### src/rtl/lcb_rx_packet_framer_if.sv
// Bus bundle between the UARTRX byte source, the reply buffer RAM and the
// packer. The framer uses the slave view; the stimulus side uses master.
interface lcb_rx_packet_framer_if #(
  parameter int unsigned ADDR_W = 8
);
  // Request and byte input
  logic              iRQ;
  logic [7:0]        iData;
  logic              iVal;
  // Buffer write port
  logic [ADDR_W-1:0] oWrAddr;
  logic [7:0]        oWrData;
  logic              oWren;
  // Completion report
  logic              oDone;
  logic [ADDR_W-1:0] oLen;
  logic [2:0]        oStatus;
  logic              oBusy;

  modport master (
    output iRQ, iData, iVal,
    input  oWrAddr, oWrData, oWren, oDone, oLen, oStatus, oBusy
  );

  modport slave (
    input  iRQ, iData, iVal,
    output oWrAddr, oWrData, oWren, oDone, oLen, oStatus, oBusy
  );
endinterface

### src/rtl/lcb_rx_packet_framer.sv
// Reply packet framer: after a request it stores received bytes at
// consecutive buffer addresses, closes the packet on an inter-byte gap and
// reports length plus a status code (length and trailing checksum checks).
module lcb_rx_packet_framer #(
  parameter int unsigned EXP_BYTES  = 8,
  parameter int unsigned ADDR_W     = 8,
  parameter int unsigned GAP_TICKS  = 800,
  parameter int unsigned RQ_TIMEOUT = 80000
) (
  input logic                   clk,
  input logic                   reset,
  lcb_rx_packet_framer_if.slave bus
);

  // One timer serves both the first-byte timeout and the inter-byte gap.
  localparam int unsigned TimerMax = (RQ_TIMEOUT > GAP_TICKS) ? RQ_TIMEOUT : GAP_TICKS;
  localparam int unsigned TimerW   = (TimerMax > 1) ? $clog2(TimerMax) : 1;

  localparam logic [TimerW-1:0] RqLast  = TimerW'(RQ_TIMEOUT - 1);
  localparam logic [TimerW-1:0] GapLast = TimerW'(GAP_TICKS - 1);

  localparam logic [ADDR_W-1:0] ExpCnt = ADDR_W'(EXP_BYTES);
  localparam logic [ADDR_W-1:0] ChkIdx = ADDR_W'(EXP_BYTES - 1);
  localparam logic [ADDR_W-1:0] CntMax = {ADDR_W{1'b1}};

  localparam logic [2:0] StatOk      = 3'd0;
  localparam logic [2:0] StatNoReply = 3'd1;
  localparam logic [2:0] StatLong    = 3'd2;
  localparam logic [2:0] StatShort   = 3'd3;
  localparam logic [2:0] StatBadSum  = 3'd4;

  typedef enum logic [1:0] {
    StIdle,
    StWaitFirst,
    StRecv,
    StDone
  } state_e;

  state_e state_q, state_d;

  logic [ADDR_W-1:0] count_q, count_d;
  logic [TimerW-1:0] timer_q, timer_d;
  logic [7:0]        sum_q, sum_d;
  logic [7:0]        chk_q, chk_d;
  logic              long_q, long_d;

  logic              wren_q, wren_d;
  logic [ADDR_W-1:0] wr_addr_q, wr_addr_d;
  logic [7:0]        wr_data_q, wr_data_d;
  logic              done_q, done_d;
  logic [ADDR_W-1:0] len_q, len_d;
  logic [2:0]        status_q, status_d;
  logic              busy_q, busy_d;

  logic              take;
  logic              finish;
  logic [2:0]        status_calc;

  // Status of the packet as it stands; priority NOREPLY > LONG > SHORT > BADSUM.
  always_comb begin
    status_calc = StatOk;
    if (count_q == '0) begin
      status_calc = StatNoReply;
    end else if (long_q) begin
      status_calc = StatLong;
    end else if (count_q < ExpCnt) begin
      status_calc = StatShort;
    end else if (chk_q != sum_q) begin
      status_calc = StatBadSum;
    end
  end

  // Next-state logic: FSM decode, then shared byte-accept and close actions.
  always_comb begin
    state_d   = state_q;
    count_d   = count_q;
    timer_d   = timer_q;
    sum_d     = sum_q;
    chk_d     = chk_q;
    long_d    = long_q;
    wren_d    = 1'b0;
    wr_addr_d = wr_addr_q;
    wr_data_d = wr_data_q;
    done_d    = 1'b0;
    len_d     = len_q;
    status_d  = status_q;
    busy_d    = busy_q;
    take      = 1'b0;
    finish    = 1'b0;

    unique case (state_q)
      StIdle: begin
        busy_d = 1'b0;
        // A byte arriving alongside the request is deliberately dropped.
        if (bus.iRQ) begin
          state_d = StWaitFirst;
          count_d = '0;
          timer_d = '0;
          sum_d   = '0;
          chk_d   = '0;
          long_d  = 1'b0;
          busy_d  = 1'b1;
        end
      end
      StWaitFirst: begin
        // A byte wins over a coincident timeout.
        if (bus.iVal) begin
          take    = 1'b1;
          state_d = StRecv;
        end else if (timer_q == RqLast) begin
          finish  = 1'b1;
          state_d = StDone;
        end else begin
          timer_d = timer_q + 1'b1;
        end
      end
      StRecv: begin
        // A byte on the gap-expiry cycle is accepted and restarts the gap.
        if (bus.iVal) begin
          take = 1'b1;
        end else if (timer_q == GapLast) begin
          finish  = 1'b1;
          state_d = StDone;
        end else begin
          timer_d = timer_q + 1'b1;
        end
      end
      StDone: begin
        state_d = StIdle;
        busy_d  = 1'b0;
      end
      default: begin
        state_d = StIdle;
        busy_d  = 1'b0;
      end
    endcase

    if (take) begin
      timer_d = '0;
      if (count_q < ExpCnt) begin
        wren_d    = 1'b1;
        wr_addr_d = count_q;
        wr_data_d = bus.iData;
        if (count_q < ChkIdx) begin
          sum_d = sum_q + bus.iData;
        end else begin
          chk_d = bus.iData;
        end
      end else begin
        // Overlong reply: stop writing so the buffer beyond EXP_BYTES is untouched.
        long_d = 1'b1;
      end
      count_d = (count_q == CntMax) ? count_q : count_q + 1'b1;
    end

    if (finish) begin
      done_d   = 1'b1;
      len_d    = count_q;
      status_d = status_calc;
    end
  end

  // State and registered outputs; synchronous active-low reset aborts any packet.
  always_ff @(posedge clk) begin
    if (!reset) begin
      state_q   <= StIdle;
      count_q   <= '0;
      timer_q   <= '0;
      sum_q     <= '0;
      chk_q     <= '0;
      long_q    <= 1'b0;
      wren_q    <= 1'b0;
      wr_addr_q <= '0;
      wr_data_q <= '0;
      done_q    <= 1'b0;
      len_q     <= '0;
      status_q  <= '0;
      busy_q    <= 1'b0;
    end else begin
      state_q   <= state_d;
      count_q   <= count_d;
      timer_q   <= timer_d;
      sum_q     <= sum_d;
      chk_q     <= chk_d;
      long_q    <= long_d;
      wren_q    <= wren_d;
      wr_addr_q <= wr_addr_d;
      wr_data_q <= wr_data_d;
      done_q    <= done_d;
      len_q     <= len_d;
      status_q  <= status_d;
      busy_q    <= busy_d;
    end
  end

  assign bus.oWren   = wren_q;
  assign bus.oWrAddr = wr_addr_q;
  assign bus.oWrData = wr_data_q;
  assign bus.oDone   = done_q;
  assign bus.oLen    = len_q;
  assign bus.oStatus = status_q;
  assign bus.oBusy   = busy_q;

endmodule

### src/flat_wrapper.sv
// flat-port wrapper written by rule: the top's interface ports become plain ports
module lcb_rx_packet_framer_flat 
#(
  parameter int unsigned EXP_BYTES  = 8,
  parameter int unsigned ADDR_W     = 8,
  parameter int unsigned GAP_TICKS  = 800,
  parameter int unsigned RQ_TIMEOUT = 80000
)
  (clk, reset, bus_iRQ, bus_iData, bus_iVal, bus_oWrAddr, bus_oWrData, bus_oWren, bus_oDone, bus_oLen, bus_oStatus, bus_oBusy);
  lcb_rx_packet_framer_if #(.ADDR_W(ADDR_W)) bus_i ();
  input logic clk;
  input logic reset;
  input wire logic [$bits(bus_i.iRQ)-1:0] bus_iRQ;
  input wire logic [$bits(bus_i.iData)-1:0] bus_iData;
  input wire logic [$bits(bus_i.iVal)-1:0] bus_iVal;
  output wire logic [$bits(bus_i.oWrAddr)-1:0] bus_oWrAddr;
  output wire logic [$bits(bus_i.oWrData)-1:0] bus_oWrData;
  output wire logic [$bits(bus_i.oWren)-1:0] bus_oWren;
  output wire logic [$bits(bus_i.oDone)-1:0] bus_oDone;
  output wire logic [$bits(bus_i.oLen)-1:0] bus_oLen;
  output wire logic [$bits(bus_i.oStatus)-1:0] bus_oStatus;
  output wire logic [$bits(bus_i.oBusy)-1:0] bus_oBusy;
  assign bus_i.iRQ = bus_iRQ;
  assign bus_i.iData = bus_iData;
  assign bus_i.iVal = bus_iVal;
  assign bus_oWrAddr = bus_i.oWrAddr;
  assign bus_oWrData = bus_i.oWrData;
  assign bus_oWren = bus_i.oWren;
  assign bus_oDone = bus_i.oDone;
  assign bus_oLen = bus_i.oLen;
  assign bus_oStatus = bus_i.oStatus;
  assign bus_oBusy = bus_i.oBusy;
  lcb_rx_packet_framer #(.EXP_BYTES(EXP_BYTES), .ADDR_W(ADDR_W), .GAP_TICKS(GAP_TICKS), .RQ_TIMEOUT(RQ_TIMEOUT)) u_core (.clk(clk), .reset(reset), .bus(bus_i));
endmodule
### config.mk
export PLATFORM = sky130hd
export DESIGN_NAME = lcb_rx_packet_framer_flat
export DESIGN_NICKNAME = d
export VERILOG_FILES = /design/src/rtl/lcb_rx_packet_framer_if.sv /design/src/rtl/lcb_rx_packet_framer.sv /design/src/flat_wrapper.sv
export SDC_FILE = /design/constraint.sdc
export NUM_CORES = 1
export LEC_CHECK = 0
export CAP_MARGIN = 20
export CORE_AREA = 2 2 128 130
export DETAILED_ROUTE_END_ITERATION = 10
export DIE_AREA = 0 0 130 132
export HOLD_SLACK_MARGIN = 0.03
export PLACE_DENSITY_LB_ADDON = 0.25
export SLEW_MARGIN = 20
export SYNTH_ARGS = -nofsm -noshare
export SYNTH_HDL_FRONTEND = slang
export SYNTH_SLANG_ARGS = --single-unit
### constraint.sdc
create_clock -name clk -period 2.6 [get_ports clk]
set_clock_uncertainty 0.05 [all_clocks]
set_input_delay 0.52 -clock clk [delete_from_list [all_inputs] [get_ports clk]]
set_output_delay 0.52 -clock clk [all_outputs]
set_load 0.02 [all_outputs]
# After elaboration in Yosys (flattened, before gate mapping)
# Cells that the tools add are included.
# word_totals
out_inout_bits	30
inputBits	12
word_cells	92
ff_bits	74
# op_classes
bitwise_logic	1
eq_ne	15
muxes	45
addsub	3
magnitude_cmp	2
reduce_logical	13
# op_table
operator	n
2-to-1 mux 8 bit	14
2-to-1 mux 17 bit	5
one-hot mux 17 bit (3 select lines)	1
adder 17 x 1 -> 17 bit, second input constant	1
equality test 17 x 10 -> 1 bit, second input constant	1
equality test 17 bit, second input constant	1
2-to-1 mux 1 bit	13
2-to-1 mux 3 bit	4
!= test 2 bit, second input constant	6
2-to-1 mux 2 bit	5
adder 8 x 1 -> 8 bit, second input constant	1
adder 8 bit	1
equality test 8 bit, second input constant	1
zero test 8 bit	1
less-than comparator 8 x 3 -> 1 bit, second input constant	1
less-than comparator 8 x 4 -> 1 bit, second input constant	1
!= test 8 bit	1
one-hot mux 2 bit (4 select lines)	1
AND reduction 6 bit	1
nonzero test 2 bit	3
equality test 2 bit, second input constant	2
one-hot mux 1 bit (2 select lines)	2
AND reduction 2 bit	2
AND reduction 4 bit	1
other kinds (8)	9

# Depth between registers and ports, before layout
# logic_depth
ltp_word	5
ltp_mapped	9

# Worst setup path before layout
# Ideal clock, no wire load.
# synth_path
path_type	reg2reg
from	register u_core.state_q[1]
to	register u_core.count_q[6]
path_stages_with_launch	9
n_path_buf	1
slack_ns	0.378
period_less_slack_ns	2.222
arrival_ns	2.028
cell_sequence	dfxtp_1 > inv_1 > ha_1 > buf_2 > nand2_1 > o41ai_2 > nor2_1 > a41oi_1 > a311oi_1
# synth_between
elab_chain_len	5
elab_cells_between_ends	10
cone_classes	eq/ne (3); mux (2); reduce/logical (5)
# synth_lines
element	line	text
start, declared	lcb_rx_packet_framer.sv:39	state_e state_q, state_d;
start signal, assigned	lcb_rx_packet_framer.sv:166	state_q <= StIdle;
start signal, assigned	lcb_rx_packet_framer.sv:180	state_q <= state_d;
equality test 2 x 1 -> 1 bit or equality test 2 bit (tied branches)	lcb_rx_packet_framer.sv:91	unique case (state_q)
OR reduction 2 bit (no line)	n/a	
2-to-1 mux 1 bit	n/a	
!= test 2 bit (no line) or nonzero test 2 bit (tied branches)	n/a	
AND reduction 3 bit (no line)	n/a	
end signal, assigned	lcb_rx_packet_framer.sv:181	count_q <= count_d;
end, declared	lcb_rx_packet_framer.sv:41	logic [ADDR_W-1:0] count_q, count_d;
# Parallel ways exist; a longest one is shown, timed or not.
# A chain may end at the register's enable or synchronous reset.

# Final worst setup path
# layout_path
from	register u_core.timer_q[11]
to	register u_core.status_q[0] (netlist: u_core.bus.oStatus[0])
# layout_between
elab_chain_len	4
elab_cells_between_ends	7
cone_classes	eq/ne (2); mux (5)
# layout_lines
element	line	text
start, declared	lcb_rx_packet_framer.sv:42	logic [TimerW-1:0] timer_q, timer_d;
start signal, assigned	lcb_rx_packet_framer.sv:182	timer_q <= timer_d;
equality test 17 x 10 -> 1 bit or equality test 17 bit (tied branches)	lcb_rx_packet_framer.sv:121, lcb_rx_packet_framer.sv:110	
2-to-1 mux 1 bit (on tied branches)	lcb_rx_packet_framer.sv:121, lcb_rx_packet_framer.sv:110	
2-to-1 mux 1 bit (on tied branches)	lcb_rx_packet_framer.sv:119, lcb_rx_packet_framer.sv:107	
one-hot mux 1 bit (2 select lines) *	lcb_rx_packet_framer.sv:91	
end signal, assigned	lcb_rx_packet_framer.sv:191	status_q <= status_d;
end, declared	lcb_rx_packet_framer.sv:52	logic [2:0] status_q, status_d;
# Mark *: on every way between the ends. The rest lies on a longest branch, timed or not.

==> results.txt <==
----------------------------------------------------
[Setup path]
  Crit path arrival time ... approximately 2600 ps
  Crit Path Category ... flop to flop
  Reg-to-Reg End ... u_core.bus.oStatus[0]$_SDFFE_PN0P_
  Worst reg2reg startpoint ... u_core.timer_q[11]$_SDFFE_PP0P_
  Cell count of the worst reg-to-reg path ... 6
  Element type at the critical path start ... flop
  Kind of end point of the critical path ... flop
  R2r setup slk ... approximately 210 ps
  Req. time, crit path ... 2820 ps
  Crit. Startpoint ... u_core.timer_q[11]$_SDFFE_PP0P_
  CP Max Fanout ... 13

[Floorplanning]
  FP Rows ... 46
  Horiz. Die Dim ... 130 um
  Effective utilization at floorplan ... 24.5%
  Number of I/O pins ... 42
  Die Area ... 17,200 sq um
  Chip Height ... 132 um
  Placeable core region ... approximately 16,000 sq um

[Drt]
  Final wirelength ... between 10,000 and 15,000 um
  Via density per instance ... 4.87
  Drt pass-1 iters ... 4
  Routed wire length per instance ... 14.3 um
  Via total after detailed routing ... 3,570
  Initial drt markers ... 165
  Residual DRC ... 0
  Residual antenna-violating net count after detailed routing ... 0

[Logic synthesis]
  Cell Area, Synth ... 3850 sq um
  Number of enable flip-flop cells after synthesis ... 0
  Gate count of the mapped netlist ... 458
  Number of synthesized register bits ... 74
  FFs w/ async S/R, synth ... 0%
  Ys Warns ... 0
  Average cell area after synthesis ... 8.41 sq um
  Synth Flop Type ... sky130_fd_sc_hd__dfxtp_1
  Nets in the synthesized netlist ... 485
  Share of synthesized area occupied by flip-flops and latches ... 38.4%
  Number of distinct library cells after synthesis ... between 60 and 70

[Clock tree]
  Clock-pin slew of the registers on the worst-case setup and hold paths ... approximately 60 ps
  Number of levels in the clock H-tree ... 3
  CTS root buf ... sky130_fd_sc_hd__clkbuf_16
  Post-CTS setup-driven buffer insertion count ... 0
  Clock tree from TritonCTS ... built
  Buffer depth of the longest clock path ... 2
  Number of gates resized after CTS ... 0
  Sinks on the clock net ... 74
  Worst-skew pair later-pin latency ... 350 ps
  Number of CTS-inserted buffers ... 9
  Hold buffer count at cts ... 0

[Placed design]
  Cell count after placement ... 717
  DP HPWL ... 7660 um
  Setup slack at placement ... -130 ps
  Number of buffers inserted by port buffering ... 41
  Global placement routability congestion ... ~0.86

[Global route]
  Maximum number of pins on one net before global-route repair ... 34
  Global routing usage summed across all routing layers ... 12.7%
  Antenna violations before repair ... 0
  Vias in the first global route ... between 3,000 and 4,000
  Global route overflow ... 0
  Global-route wire length before repair ... approximately 17,000 um

[Power and ir drop]
  Tot Pwr ... about 3.7 mW
  Power density over cell area ... 758 nW/um^2
  Part of the power in combinational logic ... 31.5%
  Pint ... between 2 and 2.5 mW
  Peak supply drop ... between 0.3 and 0.4 mV
  Leakage power summed over all cells ... 1.74 nW
  Net switching power figure ... 1.25 mW
  Part of the power in registers ... 35.3%
  Proportion of total power due to net switching ... 33.8%
  Clk pwr share ... 33.2%

[Min path]
  Hold Path Class ... flop to flop
  Hold path cells ... 2
  Launch point of the worst hold path ... u_core.bus.oWrData[4]$_SDFFE_PN0P_
  End point of the worst hold path ... u_core.bus.oWrData[4]$_SDFFE_PN0P_

[Timing]
  Min cycle time layout ... 2390 ps
  Peak Freq ... 418 MHz
  Worst Max-Slew Pin Slew ... 514 ps
  Number of endpoints failing setup at the final stage ... 0
  Final number of hold-violating endpoints ... 0
  Total count of max-transition violations in the final report ... 0
  Fin crit share ... 92.0%
  Unrepaired setup endpoints after global routing ... false
  Worst setup margin ... about 210 ps
  Remaining max-slew budget at the tightest pin ... 65.7%

[Finish]
  Non-Filler Instances ... between 700 and 800
  Final Util ... 31.2%
  Share of post-route cells with drive strength above 1 ... 11.6%
  Area delta synth->final ... 27.1%
  Most common cell after layout, fill and taps aside ... sky130_fd_sc_hd__dfxtp_1
  Number of antenna diodes ... 0
  Leading cell types in the layout, fill and taps excluded ... 74 x sky130_fd_sc_hd__dfxtp_1, 55 x sky130_fd_sc_hd__nand2_1, 45 x sky130_fd_sc_hd__a21oi_1
  Count of nets after finishing ... 540

[Flow run]
  Number of max-cap violations ... 0

[Status]
  Result of the run ... completed

----------------------------------------------------
-- Yosys cell counts, types with 3 or more instances --
cell / n / area, sq um
sky130_fd_sc_hd__nor2b_1: 4 / 25.0
sky130_fd_sc_hd__o21ai_0: 34 / 170
sky130_fd_sc_hd__buf_2: 7 / 35.0
sky130_fd_sc_hd__xor2_1: 10 / 87.6
sky130_fd_sc_hd__or3_1: 7 / 43.8
sky130_fd_sc_hd__nor2_1: 22 / 82.6
sky130_fd_sc_hd__inv_1: 16 / 60.1
sky130_fd_sc_hd__nor3_1: 9 / 45.0
sky130_fd_sc_hd__nor4_1: 4 / 25.0
sky130_fd_sc_hd__and2_1: 10 / 62.6
sky130_fd_sc_hd__nand3_1: 26 / 130
sky130_fd_sc_hd__and4_1: 3 / 26.3
sky130_fd_sc_hd__clkbuf_1: 12 / 45.0
sky130_fd_sc_hd__dfxtp_1: 74 / 1480
sky130_fd_sc_hd__a21oi_1: 45 / 225
sky130_fd_sc_hd__clkbuf_2: 3 / 15.0
sky130_fd_sc_hd__and3_1: 8 / 50.1
sky130_fd_sc_hd__nand2_1: 55 / 206
sky130_fd_sc_hd__o31ai_1: 7 / 52.6
sky130_fd_sc_hd__ha_1: 14 / 175
sky130_fd_sc_hd__or4_1: 7 / 52.6
sky130_fd_sc_hd__xnor2_1: 6 / 52.6
sky130_fd_sc_hd__nand4_1: 13 / 81.3
-- flip-flops by register name, summed over array words and instances, names as in the netlist --
register	cells
u_core.count_q	8
u_core.bus.oDone	1
u_core.state_q	2
u_core.timer_q	17
u_core.bus.oStatus	3
u_core.bus.oLen	8
u_core.bus.oWrAddr	8
u_core.bus.oBusy	1
u_core.long_q	1
u_core.bus.oWren	1
u_core.chk_q	8
u_core.sum_q	8
u_core.bus.oWrData	8
-- final cells by class --
| cell class | count | area [sq um] |
|---|---|---|
| Sequential cell | 74 | 1480 |
| Multi-Input combinational cell | 341 | 2160 |
| Clock inverter | 3 | 40.0 |
| Inverter | 17 | 63.8 |
| Fill cell | 1643 | 10800 |
| Timing Repair Buffer | 70 | 641 |
| Tap cell | 216 | 270 |
| Clock buffer | 12 | 246 |
-- through the flow --
| step | hold WS (ps) | cell area (sq um) | setup TNS (ps) |
|---|---|---|---|
| 3_3_place_gp | 393 | 4600 | -119 |
| 2_1_floorplan | 421 | 3850 | 0 |
| 4_1_cts | 411 | 4890 | 0 |
| 6_report | 408 | 4900 | 0 |
| 3_5_place_dp | 403 | 4600 | -180 |
| 5_1_grt | 427 | 4900 | 0 |
-- cell families (layout without fill, tap and decap cells) --
group,Yosys count,count (layout),share of synthesized area (%)
AO/OA/AOI/OAI,117,117,19.2
XOR/XNOR,16,16,3.64
adder cells (fa/ha/maj),15,15,5.07
buffers and inverters,43,102,5.62
flip-flops,74,74,38.4
multiplexers,2,2,0.520
AND/OR/NAND/NOR,191,191,27.6
-- metal layers --
metal | global-route usage, % | share of wire (%)
met3 | 3.04 | 3.3
met5 | 0 | 0
met2 | 19.9 | 47
met1 | 16.4 | 47
met4 | 5.85 | 2.6
-- power groups by stage --
stage	clock network (mW)	logic, mW	registers (mW)
after CTS	1.28	1.18	1.31
final	1.23	1.17	1.31
after detailed placement	0	1.18	1.33
after global routing	1.31	1.30	1.32
after global placement	0	1.15	1.33
after floorplan	0	0.684	1.35
-- how the worst max path moves through the flow --
stage	to	slack, ps	cells after the start
final	u_core.bus.oStatus[0]$_SDFFE_PN0P_	210	6
after global routing	u_core.timer_q[8]$_SDFFE_PP0P_	40	7
after CTS	u_core.bus.oStatus[0]$_SDFFE_PN0P_	190	6
after detailed placement	u_core.sum_q[7]$_SDFF_PN0_	-130	8
after global placement	u_core.sum_q[7]$_SDFF_PN0_	-120	8
after floorplan	u_core.count_q[6]$_SDFFE_PN0P_	380	8
-- worst max-delay path: stages, from the launching register on --
cell and delay (ps):
sky130_fd_sc_hd__dfxtp_1 360, sky130_fd_sc_hd__or4_4 540, sky130_fd_sc_hd__nor4_4 330, sky130_fd_sc_hd__a32o_2 450, sky130_fd_sc_hd__buf_4 250, sky130_fd_sc_hd__nand4_1 150, sky130_fd_sc_hd__a21oi_1 180
Note: power is estimated with default switching activity, not from simulation.
